### config.mk
export PLATFORM = sky130hd
export DESIGN_NAME = keypad_scanner
export DESIGN_NICKNAME = d
export VERILOG_FILES = /design/src/rtl/keypad_scanner.sv
export SDC_FILE = /design/constraint.sdc
export NUM_CORES = 1
export LEC_CHECK = 0
export BUFFER_PORTS_ARGS = -buffer_cell sky130_fd_sc_hd__clkbuf_2
export CAP_MARGIN = 15
export CORE_MARGIN = 2
export CORE_UTILIZATION = 51
export DETAILED_ROUTE_END_ITERATION = 7
export PLACE_DENSITY = 0.69
export SLEW_MARGIN = 40
export SYNTH_ARGS = -nofsm -noshare
export SYNTH_HDL_FRONTEND = slang
export SYNTH_SLANG_ARGS = --single-unit
### constraint.sdc
create_clock -name clk -period 5.7 [get_ports clk]
set_clock_uncertainty 0.2 [all_clocks]
set_input_delay 1.14 -clock clk [delete_from_list [all_inputs] [get_ports clk]]
set_output_delay 1.14 -clock clk [all_outputs]
set_load 0.01 [all_outputs]
### src/rtl/keypad_scanner.sv
// keypad_scanner: row scan, column decode, frame debounce and auto-repeat.
// Emits a one-cycle key_valid strobe with the accepted keycode.
module keypad_scanner #(
    parameter int SCAN_DIV     = 16,
    parameter int NUM_ROWS     = 4,
    parameter int DEBOUNCE     = 3,
    parameter int REPEAT_DELAY = 0,
    parameter int REPEAT_RATE  = 2
) (
    input  logic       clk,
    input  logic       reset,
    input  logic [2:0] column,
    output logic [2:0] sel,
    output logic [3:0] keycode,
    output logic       key_valid,
    output logic       key_held,
    output logic       multi
);

    localparam logic [7:0] DW_MAX  = 8'(SCAN_DIV - 1);
    localparam logic [2:0] ROW_MAX = 3'(NUM_ROWS - 1);
    localparam logic [3:0] DEB     = 4'(DEBOUNCE);
    localparam logic [7:0] RDLY    = 8'(REPEAT_DELAY);
    localparam logic [7:0] RRATE   = 8'(REPEAT_RATE);
    localparam logic [3:0] NONE    = 4'hF;
    localparam logic [3:0] MULTI   = 4'hE;

    logic [2:0] r_col_s1;
    logic [2:0] r_col_s2;
    logic [7:0] r_dwell;
    logic [1:0] r_seen;
    logic [3:0] r_seen_code;
    logic [3:0] r_cand;
    logic [3:0] r_cnt;
    logic [3:0] r_accepted;
    logic [7:0] r_rep;
    logic       r_rate_phase;

    logic       w_sample;
    logic       w_fend;
    logic       w_hit;
    logic       w_multi_hit;
    logic [1:0] w_pos;
    logic [3:0] w_code;
    logic [1:0] w_seen_nxt;
    logic [3:0] w_seen_code_nxt;
    logic [3:0] w_result;
    logic [3:0] w_cnt_nxt;
    logic       w_stable;
    logic [7:0] w_rep_inc;
    logic [7:0] w_rep_target;

    assign w_sample = (r_dwell == DW_MAX);
    assign w_fend   = w_sample && (sel == ROW_MAX);

    // Two-flop synchroniser for the asynchronous column lines
    always_ff @(posedge clk or negedge reset) begin
        if (!reset) begin
            r_col_s1 <= 3'b111;
            r_col_s2 <= 3'b111;
        end else begin
            r_col_s1 <= column;
            r_col_s2 <= r_col_s1;
        end
    end

    // Dwell counter and row select sweep
    always_ff @(posedge clk or negedge reset) begin
        if (!reset) begin
            r_dwell <= '0;
            sel     <= '0;
        end else if (w_sample) begin
            r_dwell <= '0;
            sel     <= (sel == ROW_MAX) ? 3'd0 : sel + 3'd1;
        end else begin
            r_dwell <= r_dwell + 8'd1;
        end
    end

    // Decode the synchronised columns of the current row
    always_comb begin
        w_hit       = 1'b0;
        w_multi_hit = 1'b0;
        w_pos       = 2'd0;
        w_code      = NONE;
        if (sel <= 3'd3) begin
            case (r_col_s2)
                3'b011:  begin w_hit = 1'b1; w_pos = 2'd0; end
                3'b101:  begin w_hit = 1'b1; w_pos = 2'd1; end
                3'b110:  begin w_hit = 1'b1; w_pos = 2'd2; end
                3'b111:  w_hit = 1'b0;
                default: w_multi_hit = 1'b1;
            endcase
        end
        if (sel == 3'd3) begin
            case (w_pos)
                2'd0:    w_code = 4'hA;
                2'd1:    w_code = 4'h0;
                default: w_code = 4'hB;
            endcase
        end else begin
            w_code = {1'b0, sel} * 4'd3 + {2'b00, w_pos} + 4'd1;
        end
    end

    // Merge this sample into the frame summary and form the frame result
    always_comb begin
        w_seen_nxt      = r_seen;
        w_seen_code_nxt = r_seen_code;
        if (w_multi_hit || (w_hit && r_seen != 2'd0)) begin
            w_seen_nxt = 2'd2;
        end else if (w_hit) begin
            w_seen_nxt      = 2'd1;
            w_seen_code_nxt = w_code;
        end
        case (w_seen_nxt)
            2'd0:    w_result = NONE;
            2'd1:    w_result = w_seen_code_nxt;
            default: w_result = MULTI;
        endcase
        if (w_result == r_cand) begin
            w_cnt_nxt = (r_cnt == DEB) ? r_cnt : r_cnt + 4'd1;
        end else begin
            w_cnt_nxt = 4'd1;
        end
        w_stable     = (w_cnt_nxt == DEB);
        w_rep_inc    = r_rep + 8'd1;
        w_rep_target = r_rate_phase ? RRATE : RDLY;
    end

    // Per-frame key accumulation, cleared at each frame end
    always_ff @(posedge clk or negedge reset) begin
        if (!reset) begin
            r_seen      <= 2'd0;
            r_seen_code <= NONE;
        end else if (w_fend) begin
            r_seen      <= 2'd0;
            r_seen_code <= NONE;
        end else if (w_sample) begin
            r_seen      <= w_seen_nxt;
            r_seen_code <= w_seen_code_nxt;
        end
    end

    // Debounce, acceptance, auto-repeat and registered outputs
    always_ff @(posedge clk or negedge reset) begin
        if (!reset) begin
            r_cand       <= NONE;
            r_cnt        <= '0;
            r_accepted   <= NONE;
            r_rep        <= '0;
            r_rate_phase <= 1'b0;
            keycode      <= NONE;
            key_valid    <= 1'b0;
            key_held     <= 1'b0;
            multi        <= 1'b0;
        end else begin
            key_valid <= 1'b0;
            if (w_fend) begin
                r_cand <= w_result;
                r_cnt  <= w_cnt_nxt;
                multi  <= (w_result == MULTI);
                if (w_stable && w_result != r_accepted
                    && w_result != MULTI) begin
                    r_accepted   <= w_result;
                    r_rep        <= '0;
                    r_rate_phase <= 1'b0;
                    if (w_result == NONE) begin
                        key_held <= 1'b0;
                    end else begin
                        keycode   <= w_result;
                        key_valid <= 1'b1;
                        key_held  <= 1'b1;
                    end
                end else if (REPEAT_DELAY > 0 && key_held
                             && w_result == r_accepted) begin
                    if (w_rep_inc == w_rep_target) begin
                        key_valid    <= 1'b1;
                        r_rep        <= '0;
                        r_rate_phase <= 1'b1;
                    end else begin
                        r_rep <= w_rep_inc;
                    end
                end else begin
                    r_rep        <= '0;
                    r_rate_phase <= 1'b0;
                end
            end
        end
    end

endmodule

==> results.md <==
- Post-route clock period utilization: 83.7%
- Clk buf depth: 2
- Net Switching: about 0.00014 W
- Max VDD drop: 167 µV
- Yosys warns: 0
- Die area: about 5400 µm²
- Root buf cell: clkbuf_8
- Largest stage delay on the critical path: slightly above 0.5 ns
- DIE HEIGHT: about 73 µm
- Synth unique cells: 56
- Setup TNS: 0 ns
- Initial antenna violation count: 0
- Drt first-iter violations: 143
- Post-synth ARST share: 100%
- Rel. slew slack: 53.2%
- Post-detail-place hpwl: approximately 3700 µm
- CP dominant cell by count: ha_1
- Reg2Reg Depth: 14
- Layout Utilization: 56.9%
- Placed instance area: 2570 µm²
- Diode count: 0
- I/O pins: 15
- CP required: 5.73 ns
- Worst-path clk slew: about 0.080 ns
- DR WL/cell: approximately 17 µm
- Cell count after placement: 297
- IO buf count: 14
- Top_reg_cell synth: dfstp_2
- WHS Path Cells: 0
- CTS tree: yes
- F_max: 0.210 GHz
- Most common cell after layout, fill and taps aside: dfstp_2
- Via count: about 1800
- RR Endpoint: keycode[2]$_DFFE_PN1P_
- Clock Sinks: 42
- Bufs and invs on worst path: 1
- Slew Viols, Final: 0
- Logic pwr share: 8.8%
- Worst-margin pin slew: 0.700 ns
- Die Wd: 73.3 µm
- Number of vias per cell: 5.89
- Syn_nets: 248
- Largest fanout on the critical path: 9
- Routed WL: a little over 5000 µm
- Stages on worst setup path: 14
- R2r startpoint: sel[2]$_DFFE_PN0N_
- Status: finished, final reports clean
- Share of cells above drive strength 1: between 20% and 30%
- Post-Syn Area: ~2500 µm²
- P&R area growth vs syn: 8.83%
- Mapped Avg Cell Area: 10.5 µm²
- H-tree levels: 2
- Unrepaired setup endpoints after global routing: false
- Final setup violating endpoints: 0
- Net Sw Frac: 24.9%
- Number of post-CTS setup repair buffers: 0
- Skew-Pair Late Insertion Delay: 0.31 ns
- Final-report hold violation count: 0
- Startpoint Class: flip-flop
- Cts hold-fix bufs: 0
- Hold crit path type: reg -> reg
- First-pass GRT wire length: 8670 µm
- Min Clock Period, post-route: 4.77 ns
- Critical Path AT: around 4.8 ns
- CP Capture Type: flip-flop
- Sequential cell area: 1080 µm²
- Fin nets: 265
- Hold_sp: r_col_s1[0]$_DFF_PN1_
- Clock power frac: a little over a third
- GP Congestion: 0.813
- Area occupied by multi-input gates: between 1000 and 1500 µm²
- Core Region: 4690 µm²
- Pwr/cell area: 216 nW/µm²
- Starting density of the core: 52.3%
- Cells after Synth: 233
- Most frequent cells in the layout: dfstp_2, dfrtp_1, nand2_1
- Leakage: 1.18 nW
- Hold EP: r_col_s2[0]$_DFF_PN1_
- Seq cells post-synth: 42
- Int Pwr: 0.000433 W
- Final non-filler cell area: 2670 µm²
- Fillcell total: 412
- Largest net degree at the start of global routing: 43
- Vias in the first global route: 1769
- Num CTS Buffers: 5
- Crit path kind: reg -> reg
- Residual DRC count: 0
- Register area share after synthesis: a little over two fifths
- Maxcap violations: 0
- Fin cells: a little over 300
- Antenna viol nets, final: 0
- Number of flops mapped to enable cells by yosys: 0
- Critical path's slowest cell: fa_1
- Drt first pass iters: 4
- Top cell family by delay on the critical path: simple AND/OR/NAND/NOR gates
- Seq pwr share: a little under three fifths
- Grt ovf: 0
- Reg-to-reg slack, setup: about 0.93 ns
- Row count: 25
- Cts repair resizes: 0
- Crit path cell chain: inv_1, ha_1, and3b_1, nor4_1, fa_1, ha_1, a21o_1, a21oi_1, mux2i_1, a31oi_4, xnor2_1, or3_1, and4b_4, mux2_4
- All-Layer GR Usage: a little over a fifth
==> worst max-delay path by stage <==
stage / slack (ns) / to / from
6_report: 0.93 / keycode[2]$_DFFE_PN1P_ / sel[2]$_DFFE_PN0N_
5_1_grt: 0.68 / keycode[2]$_DFFE_PN1P_ / sel[2]$_DFFE_PN0N_
4_1_cts: 1.00 / keycode[2]$_DFFE_PN1P_ / sel[2]$_DFFE_PN0N_
3_5_place_dp: 1.06 / keycode[2]$_DFFE_PN1P_ / sel[2]$_DFFE_PN0N_
3_3_place_gp: 1.18 / keycode[2]$_DFFE_PN1P_ / sel[2]$_DFFE_PN0N_
2_1_floorplan: 1.34 / keycode[2]$_DFFE_PN1P_ / sel[2]$_DFFE_PN0N_
==> state kept, by name (all words and copies together), names as in the netlist, 2 cells and up <==
signal       count
r_col_s1         3
keycode          4
r_seen           2
r_cand           4
sel              3
r_cnt            4
r_dwell          8
r_col_s2         3
r_seen_code      4
r_accepted       4
==> stage by stage <==
| stage | worst slack (ns) | power, W | hold slack (ns) |
|---|---|---|---|
| after floorplan | 1.34 | 0.000363 | 0.145 |
| after global placement | 1.18 | 0.000378 | 0.146 |
| after detailed placement | 1.06 | 0.000379 | 0.149 |
| after CTS | 1.00 | 0.000585 | 0.161 |
| after global routing | 0.679 | 0.000603 | 0.167 |
| final | 0.930 | 0.000576 | 0.159 |
==> final cells by class <==
cell class	instances	share of cell area, %
flip-flops and latches	42	40.4
multi-input cells	171	48.4
inverters	15	2.11
repair buffers	15	3.00
well taps	54	2.53
clock buffers	6	3.09
clock inverters	2	0.469
==> routing by layer <==
metal	share of wire, %	GRT usage [%]
met5	0	0
met1	50	31.7
met4	2.2	9.29
met2	44	29.7
met3	3.9	4.80
==> cell families after synthesis <==
family,count (synthesis),synth area share (%)
and+or+nand+nor,79,18.8
xor gates and xnor gates,13,4.64
DFF,42,44.0
adders and majority gates,11,6.28
AOI/OAI and AO/OA,54,16.4
muxes,14,6.58
buffers and inverters,20,3.37
==> power by group through the flow <==
stage,logic (W),clock network [W],registers (W)
after floorplan,0.0000368,0,0.000326
after global placement,0.0000495,0,0.000329
after detailed placement,0.0000504,0,0.000329
after CTS,0.0000506,0.000210,0.000324
after global routing,0.0000561,0.000222,0.000325
final,0.0000505,0.000202,0.000324
==> synthesized netlist by cell type, types with 5 or more instances <==
| master | number | area (µm²) |
|---|---|---|
| nand3_1 | 10 | 50.1 |
| xnor2_1 | 6 | 52.6 |
| ha_1 | 8 | 100 |
| dfstp_2 | 22 | 578 |
| nand2_1 | 17 | 63.8 |
| o21ai_0 | 10 | 50.1 |
| a21oi_1 | 10 | 50.1 |
| nor2_1 | 15 | 56.3 |
| inv_1 | 15 | 56.3 |
| xor2_1 | 7 | 61.3 |
| mux2_2 | 5 | 56.3 |
| mux2i_1 | 6 | 60.1 |
| dfrtp_1 | 20 | 500 |
Note: power is estimated with default switching activity, not from simulation.
